### src/rtl/ifetch_unit_if.sv
// Fetch-unit bus bundle: PC/pipeline control, instruction-memory handshake,
// and the IF/ID output register. The fetch unit is the memory-bus master.
interface ifetch_unit_if #(
    parameter int ADDR_W = 10
);
    logic [31:0]       PC;
    logic              Stall;
    logic              Flush;
    logic              ImemReq;
    logic [ADDR_W-1:0] ImemAddr;
    logic              ImemAck;
    logic [31:0]       ImemData;
    logic [31:0]       Instr;
    logic [31:0]       InstrPC;
    logic              InstrValid;
    logic              FetchFault;
    logic [1:0]        FaultCode;
    logic              PcHold;

    // Fetch unit side
    modport master (
        input  PC, Stall, Flush, ImemAck, ImemData,
        output ImemReq, ImemAddr, Instr, InstrPC, InstrValid,
               FetchFault, FaultCode, PcHold
    );

    // Environment side: PC block, instruction memory, decode stage
    modport slave (
        output PC, Stall, Flush, ImemAck, ImemData,
        input  ImemReq, ImemAddr, Instr, InstrPC, InstrValid,
               FetchFault, FaultCode, PcHold
    );
endinterface

### src/rtl/ifetch_unit.sv
// Instruction fetch unit: issues one instruction-memory request per PC,
// supports zero-wait and multi-cycle acks, substitutes a nop on misaligned,
// out-of-range or timed-out fetches, and holds the PC until a fetch resolves.
module ifetch_unit #(
    parameter logic [31:0] RESET_PC  = 32'h0000_3000,
    parameter logic [31:0] IMEM_BASE = 32'h0000_3000,
    parameter int          ADDR_W    = 10,
    parameter int          TIMEOUT   = 15
) (
    input  logic          Clk,
    input  logic          Reset,
    ifetch_unit_if.master bus
);

    typedef enum logic [0:0] {
        ST_IDLE = 1'b0,
        ST_WAIT = 1'b1
    } state_t;

    localparam logic [1:0]  FC_NONE  = 2'b00;
    localparam logic [1:0]  FC_MISAL = 2'b01;
    localparam logic [1:0]  FC_RANGE = 2'b10;
    localparam logic [1:0]  FC_TMO   = 2'b11;
    // One past the last valid byte address, kept in 33 bits so it cannot wrap.
    localparam logic [32:0] LIMIT    = {1'b0, IMEM_BASE} + (33'd4 << ADDR_W);
    // The counter value at which the next unacknowledged WAIT edge times out.
    localparam logic [7:0]  TO_LAST  = 8'(TIMEOUT - 1);

    state_t      state_q;
    logic [31:0] req_pc_q;
    logic [7:0]  cnt_q;
    logic [31:0] instr_q;
    logic [31:0] instr_pc_q;
    logic        valid_q;
    logic        fault_q;
    logic [1:0]  code_q;

    logic        blocked_s;
    logic        aligned_s;
    logic        inrange_s;
    logic        req_s;
    logic        ack_s;
    logic        timeout_hit_s;
    logic [31:0] addr_pc_s;
    logic [31:0] byte_off_s;
    logic        unused_off_bits_s;

    assign blocked_s = valid_q & bus.Stall;
    assign aligned_s = (bus.PC[1:0] == 2'b00);
    assign inrange_s = ({1'b0, bus.PC} >= {1'b0, IMEM_BASE}) && ({1'b0, bus.PC} < LIMIT);

    // WAIT keeps requesting its latched PC; IDLE requests only a fetchable PC.
    assign req_s = !Reset && !bus.Flush && !blocked_s &&
                   ((state_q == ST_WAIT) || (aligned_s && inrange_s));
    // An ack outside an active request is a memory protocol error and is ignored.
    assign ack_s = req_s && bus.ImemAck;
    assign timeout_hit_s = (state_q == ST_WAIT) && !ack_s && (cnt_q == TO_LAST);

    assign addr_pc_s         = (state_q == ST_WAIT) ? req_pc_q : bus.PC;
    assign byte_off_s        = addr_pc_s - IMEM_BASE;
    assign unused_off_bits_s = ^{byte_off_s[31:ADDR_W+2], byte_off_s[1:0]};

    assign bus.ImemReq  = req_s;
    assign bus.ImemAddr = byte_off_s[ADDR_W+1:2];
    // Flush lets the redirect target load even if the output register is stalled.
    assign bus.PcHold   = Reset ||
                          (!bus.Flush && (blocked_s || (req_s && !bus.ImemAck && !timeout_hit_s)));

    assign bus.Instr      = instr_q;
    assign bus.InstrPC    = instr_pc_q;
    assign bus.InstrValid = valid_q;
    assign bus.FetchFault = fault_q;
    assign bus.FaultCode  = code_q;

    // Fetch FSM and IF/ID output register: flush > stall-hold > capture/fault/issue.
    always_ff @(posedge Clk or posedge Reset) begin
        if (Reset) begin
            state_q    <= ST_IDLE;
            req_pc_q   <= RESET_PC;
            cnt_q      <= 8'd0;
            instr_q    <= 32'd0;
            instr_pc_q <= RESET_PC;
            valid_q    <= 1'b0;
            fault_q    <= 1'b0;
            code_q     <= FC_NONE;
        end else if (bus.Flush) begin
            state_q <= ST_IDLE;
            cnt_q   <= 8'd0;
            valid_q <= 1'b0;
            fault_q <= 1'b0;
            code_q  <= FC_NONE;
        end else if (blocked_s) begin
            state_q <= state_q;
        end else begin
            // Not blocked: any held instruction is consumed at this edge.
            valid_q <= 1'b0;
            case (state_q)
                ST_IDLE: begin
                    if (!aligned_s || !inrange_s) begin
                        instr_q    <= 32'd0;
                        instr_pc_q <= bus.PC;
                        valid_q    <= 1'b1;
                        fault_q    <= 1'b1;
                        code_q     <= (!aligned_s) ? FC_MISAL : FC_RANGE;
                    end else if (ack_s) begin
                        instr_q    <= bus.ImemData;
                        instr_pc_q <= bus.PC;
                        valid_q    <= 1'b1;
                        fault_q    <= 1'b0;
                        code_q     <= FC_NONE;
                        cnt_q      <= 8'd0;
                    end else begin
                        req_pc_q <= bus.PC;
                        cnt_q    <= 8'd0;
                        state_q  <= ST_WAIT;
                    end
                end
                ST_WAIT: begin
                    if (ack_s) begin
                        instr_q    <= bus.ImemData;
                        instr_pc_q <= req_pc_q;
                        valid_q    <= 1'b1;
                        fault_q    <= 1'b0;
                        code_q     <= FC_NONE;
                        cnt_q      <= 8'd0;
                        state_q    <= ST_IDLE;
                    end else if (cnt_q == TO_LAST) begin
                        instr_q    <= 32'd0;
                        instr_pc_q <= req_pc_q;
                        valid_q    <= 1'b1;
                        fault_q    <= 1'b1;
                        code_q     <= FC_TMO;
                        cnt_q      <= 8'd0;
                        state_q    <= ST_IDLE;
                    end else begin
                        cnt_q <= cnt_q + 8'd1;
                    end
                end
                default: begin
                    state_q <= ST_IDLE;
                    cnt_q   <= 8'd0;
                end
            endcase
        end
    end

endmodule

### src/flat_wrapper.sv
// flat-port wrapper written by rule: the top's interface ports become plain ports
module ifetch_unit_flat 
#(
    parameter logic [31:0] RESET_PC  = 32'h0000_3000,
    parameter logic [31:0] IMEM_BASE = 32'h0000_3000,
    parameter int          ADDR_W    = 10,
    parameter int          TIMEOUT   = 15
)
  (Clk, Reset, bus_PC, bus_Stall, bus_Flush, bus_ImemAck, bus_ImemData, bus_ImemReq, bus_ImemAddr, bus_Instr, bus_InstrPC, bus_InstrValid, bus_FetchFault, bus_FaultCode, bus_PcHold);
  ifetch_unit_if #(.ADDR_W(ADDR_W)) bus_i ();
  input  logic Clk;
  input  logic Reset;
  input wire logic [$bits(bus_i.PC)-1:0] bus_PC;
  input wire logic [$bits(bus_i.Stall)-1:0] bus_Stall;
  input wire logic [$bits(bus_i.Flush)-1:0] bus_Flush;
  input wire logic [$bits(bus_i.ImemAck)-1:0] bus_ImemAck;
  input wire logic [$bits(bus_i.ImemData)-1:0] bus_ImemData;
  output wire logic [$bits(bus_i.ImemReq)-1:0] bus_ImemReq;
  output wire logic [$bits(bus_i.ImemAddr)-1:0] bus_ImemAddr;
  output wire logic [$bits(bus_i.Instr)-1:0] bus_Instr;
  output wire logic [$bits(bus_i.InstrPC)-1:0] bus_InstrPC;
  output wire logic [$bits(bus_i.InstrValid)-1:0] bus_InstrValid;
  output wire logic [$bits(bus_i.FetchFault)-1:0] bus_FetchFault;
  output wire logic [$bits(bus_i.FaultCode)-1:0] bus_FaultCode;
  output wire logic [$bits(bus_i.PcHold)-1:0] bus_PcHold;
  assign bus_i.PC = bus_PC;
  assign bus_i.Stall = bus_Stall;
  assign bus_i.Flush = bus_Flush;
  assign bus_i.ImemAck = bus_ImemAck;
  assign bus_i.ImemData = bus_ImemData;
  assign bus_ImemReq = bus_i.ImemReq;
  assign bus_ImemAddr = bus_i.ImemAddr;
  assign bus_Instr = bus_i.Instr;
  assign bus_InstrPC = bus_i.InstrPC;
  assign bus_InstrValid = bus_i.InstrValid;
  assign bus_FetchFault = bus_i.FetchFault;
  assign bus_FaultCode = bus_i.FaultCode;
  assign bus_PcHold = bus_i.PcHold;
  ifetch_unit #(.RESET_PC(RESET_PC), .IMEM_BASE(IMEM_BASE), .ADDR_W(ADDR_W), .TIMEOUT(TIMEOUT)) u_core (.Clk(Clk), .Reset(Reset), .bus(bus_i));
endmodule
### config.mk
export PLATFORM = sky130hd
export DESIGN_NAME = ifetch_unit_flat
export DESIGN_NICKNAME = d
export VERILOG_FILES = /design/src/rtl/ifetch_unit_if.sv /design/src/rtl/ifetch_unit.sv /design/src/flat_wrapper.sv
export SDC_FILE = /design/constraint.sdc
export NUM_CORES = 1
export LEC_CHECK = 0
export ABC_CLOCK_PERIOD_IN_PS = 3800
export BUFFER_PORTS_ARGS = -buffer_cell sky130_fd_sc_hd__buf_2
export CAP_MARGIN = 40
export CORE_ASPECT_RATIO = 0.75
export CORE_MARGIN = 2
export CORE_UTILIZATION = 51
export DETAILED_ROUTE_END_ITERATION = 8
export GPL_TIMING_DRIVEN = 0
export PLACE_DENSITY = 0.8
export SLEW_MARGIN = 30
export SYNTH_ARGS = -nofsm -noshare
export SYNTH_HDL_FRONTEND = slang
export SYNTH_SLANG_ARGS = --single-unit
export TNS_END_PERCENT = 100
### constraint.sdc
create_clock -name Clk -period 3.8 [get_ports Clk]
set_clock_uncertainty 0.1 [all_clocks]
set_input_delay 0.19 -clock Clk [delete_from_list [all_inputs] [get_ports Clk]]
set_output_delay 0.19 -clock Clk [all_outputs]
set_load 0.01 [all_outputs]
==> run_results.csv <==
group,metric,value,unit
status,status,"completed",
floorplanning,initial_utilization,52.61,%
worst_setup_path,worstSetupEndpointType,"flop",
synthesis,yosys_register_bits,109,
synthesis,yosysTopAreaCell,"sky130_fd_sc_hd__dfrtp_1",
clock_tree,clock_insertion_delay_worst_skew,340,ps
synthesis,postSynthNetCount,453,
min_path,hold_path.class,"in -> reg",
worst_setup_path,reg2reg_path_depth,6,
synthesis,number_of_flops_mapped_to_enable_cells_by_yosys,0,
sta,hold_violations,0,
power_and_ir_drop,vdd_ir_drop_max,223.7,uV
route,routed_wire_length_per_instance,17.29,um
floorplanning,design.die.area,10130,um2
grt,globalRoute.totalOverflow,0,
placed_design,gp_congestion,0.8627,
clock_tree,cts-htree-levels,3,
clock_tree,cts_tree,"done",
sta,slew_viol_final,0,
route,detail_route.wirelength,12360,um
synthesis,synth_area,4760,um2
synthesis,synth-warning-count,0,
power_and_ir_drop,leakage,3.196,nW
synthesis,cells_taking_the_most_area_after_synthesis,"sky130_fd_sc_hd__dfrtp_1, sky130_fd_sc_hd__a22o_1, sky130_fd_sc_hd__o21ai_0",
sta,max_slew.worst_pin.slew,726.6,ps
floorplanning,die-height,87.66,um
synthesis,async_flop_share,100.0,%
synthesis,synthMostInstantiatedCell,"sky130_fd_sc_hd__dfrtp_1",
synthesis,netlist_top_cells_count,"sky130_fd_sc_hd__dfrtp_1, sky130_fd_sc_hd__o21ai_0, sky130_fd_sc_hd__a22o_1",
route,post-route-drc-count,0,
worst_setup_path,timing.reg2reg.setup_slack,1300,ps
route,dr_total_vias,3930,
floorplanning,std_cell_rows,30,
sta,rsz_0062_raised_after_global_routing,"no",
grt,first_global_vias,4006,
flow_run,maxCapViolCount,0,
cells_and_area,nNetsFinal,654,
placed_design,detailed_place_hpwl,8092,um
worst_setup_path,worst_ep_arrival_time,2640,ps
worst_setup_path,timing_worst_setup_path_type,"in -> reg",
clock_tree,clk_root_buffer_cell,"sky130_fd_sc_hd__clkbuf_16",
clock_tree,path_clk_slew,70,ps
clock_tree,cts_resized,0,
route,detail_routed_via_count_per_cell,5.497,
clock_tree,clockBufferDepth,2,
grt,antenna_found_initial,0,
clock_tree,clock_sink_count,109,
grt,grt_start_max_net_pins,68,
min_path,timing.hold.worst_path_depth,2,
clock_tree,num_cts_buffers,9,
worst_setup_path,critPathLaunchType,"primary input",
placed_design,place.port_buffers,148,
grt,gr-usage-all-layers,25.82,%
cells_and_area,post_layout_nonfiller_instances,715,
route,drt_pre_antenna_iters,6,
cells_and_area,diodes,0,
sta,clock.fmax,0.3968,GHz
cells_and_area,nFillCells,653,
route,number_of_nets_with_antenna_violations_after_detailed_routing,0,
sta,shortest_clock_period_the_worst_path_allows_after_layout,2520,ps
floorplanning,ioPinCount,149,
synthesis,synth_sequential_area_ratio,57.41,%
synthesis,syn_area_per_cell,12.46,um2
sta,setup_violations,0,
route,detailed_route_iter0_violations,150,
sta,setup_total_negative_slack,0,ps
cells_and_area,final_layout_size_suffix_gt1_share,40.03,%
grt,grt_pass1_wl,20260,um
sta,maxSlewHeadroom,51.56,%
synthesis,synth_cell_type_count,51,
placed_design,post-place-cells,659,
worst_setup_path,cp.required,3920,ps
synthesis,top_cell_type_s_share_of_synthesized_area,55.21,%
synthesis,ys.flop_type,"sky130_fd_sc_hd__dfrtp_1",
floorplanning,core,9046,um2
worst_setup_path,critPathMaxFanout,10,
floorplanning,die-width,115.6,um
sta,final.hold.worst_slack,9.059,ps
power_and_ir_drop,power_density,404.6,nW/um2
cells_and_area,layout-area-overhead-vs-synth,34.20,%
synthesis,syn-instance-count,382,
sta,fin_crit_sh,66.32,%
==> cells by family after synthesis <==
group,count (synthesis),synth area share [%]
flip-flops,109,57.41
AO/OA/AOI/OAI,104,14.72
AND/OR/NAND/NOR,79,10.59
multiplexers,53,12.59
buffers and inverters,33,3.785
XOR/XNOR,2,0.3681
adder cells (fa/ha/maj),2,0.5257
==> cell usage in the layout, fill, tap and decap left out, types with 3 or more instances in the layout <==
master                          count
sky130_fd_sc_hd__buf_2            156
sky130_fd_sc_hd__dfrtp_1          105
sky130_fd_sc_hd__o21ai_0           53
sky130_fd_sc_hd__dlygate4sd3_1     41
sky130_fd_sc_hd__a22o_1            32
sky130_fd_sc_hd__mux2_2            23
sky130_fd_sc_hd__nor2b_1           22
sky130_fd_sc_hd__mux2i_1           22
sky130_fd_sc_hd__nand2_1           11
sky130_fd_sc_hd__clkbuf_1          10
sky130_fd_sc_hd__buf_4             10
sky130_fd_sc_hd__clkbuf_16          9
sky130_fd_sc_hd__nor2_1             8
sky130_fd_sc_hd__mux2_4             8
sky130_fd_sc_hd__a21oi_1            6
sky130_fd_sc_hd__nand3_1            6
sky130_fd_sc_hd__or4_1              4
sky130_fd_sc_hd__dfstp_2            4
sky130_fd_sc_hd__or3_1              3
sky130_fd_sc_hd__nor4_1             3
sky130_fd_sc_hd__and3_1             3
sky130_fd_sc_hd__nor3_1             3
==> state kept, by name, indices dropped and copies added (netlist names) <==
signal,count
u_core.bus.InstrPC,32
u_core.bus.Instr,32
u_core.req_pc_q,32
u_core.cnt_q,8
u_core.bus.FaultCode,2
u_core.bus.FetchFault,1
u_core.bus.InstrValid,1
u_core.state_q,1
==> report_power, final <==
part           total (W)  switching, W  internal (W)
Sequential       0.00127     0.0000366       0.00123
Clock           0.000895      0.000426      0.000469
Combinational   0.000419      0.000224      0.000195
Total            0.00258      0.000687       0.00190
==> path summary, 6_finish.rpt <==
kind	end	startpoint
setup / recovery	u_core.bus.InstrPC[11]	Reset
hold / removal	u_core.req_pc_q[6]	bus_PC[6]
setup reg to reg	u_core.bus.Instr[11]	u_core.cnt_q[4]
hold reg to reg	u_core.bus.InstrPC[13]	u_core.bus.InstrPC[13]
max in group asynchronous	u_core.req_pc_q[12]	Reset
min in group asynchronous	u_core.bus.FaultCode[0]	Reset
==> metal layers <==
metal / GRT usage [%] / share of wire [%]
met2: 41.52 / 48
met4: 7.119 / 1.1
met1: 34.58 / 43
met5: 0 / 0
met3: 7.612 / 7.9
==> critical path, cell delays in order <==
cell and delay [ps]:
sky130_fd_sc_hd__dlygate4sd3_1 530, sky130_fd_sc_hd__buf_2 170, sky130_fd_sc_hd__nand2b_1 180, sky130_fd_sc_hd__nor2_1 550, sky130_fd_sc_hd__o2bb2ai_2 290, sky130_fd_sc_hd__nor2_4 350
sky130_fd_sc_hd__mux2_2 380
==> timing repair <==
item,in CTS,in global routing
hold buffers,41,0
endpoints found under the hold margin,82,0
buffers inserted,0,0
endpoints found under the setup margin,0,0
==> layout make-up <==
class	instances	area (um2)	area share [%]
sequential	109	2733	42.78
multi-input combinational	240	1847	28.91
timing repair buffer	190	1179	18.45
clock buffer	10	239.0	3.741
buffer	31	172.7	2.703
tap	128	160.2	2.507
clock inverter	5	45.04	0.7052
inverter	2	12.51	0.1959
==> through the flow <==
stage	total power, W	cell area [um2]	worst slack, ps	util, %
4_1_cts	0.002596	6387	1302	70.61
3_3_place_gp	0.001661	5660	-565.5	62.57
5_1_grt	0.002702	6387	1086	70.61
6_report	0.002584	6387	1280	70.61
2_1_floorplan	0.001500	4760	623.7	-
3_5_place_dp	0.001677	5693	1262	62.93
Power figures use the tool's default switching activity.
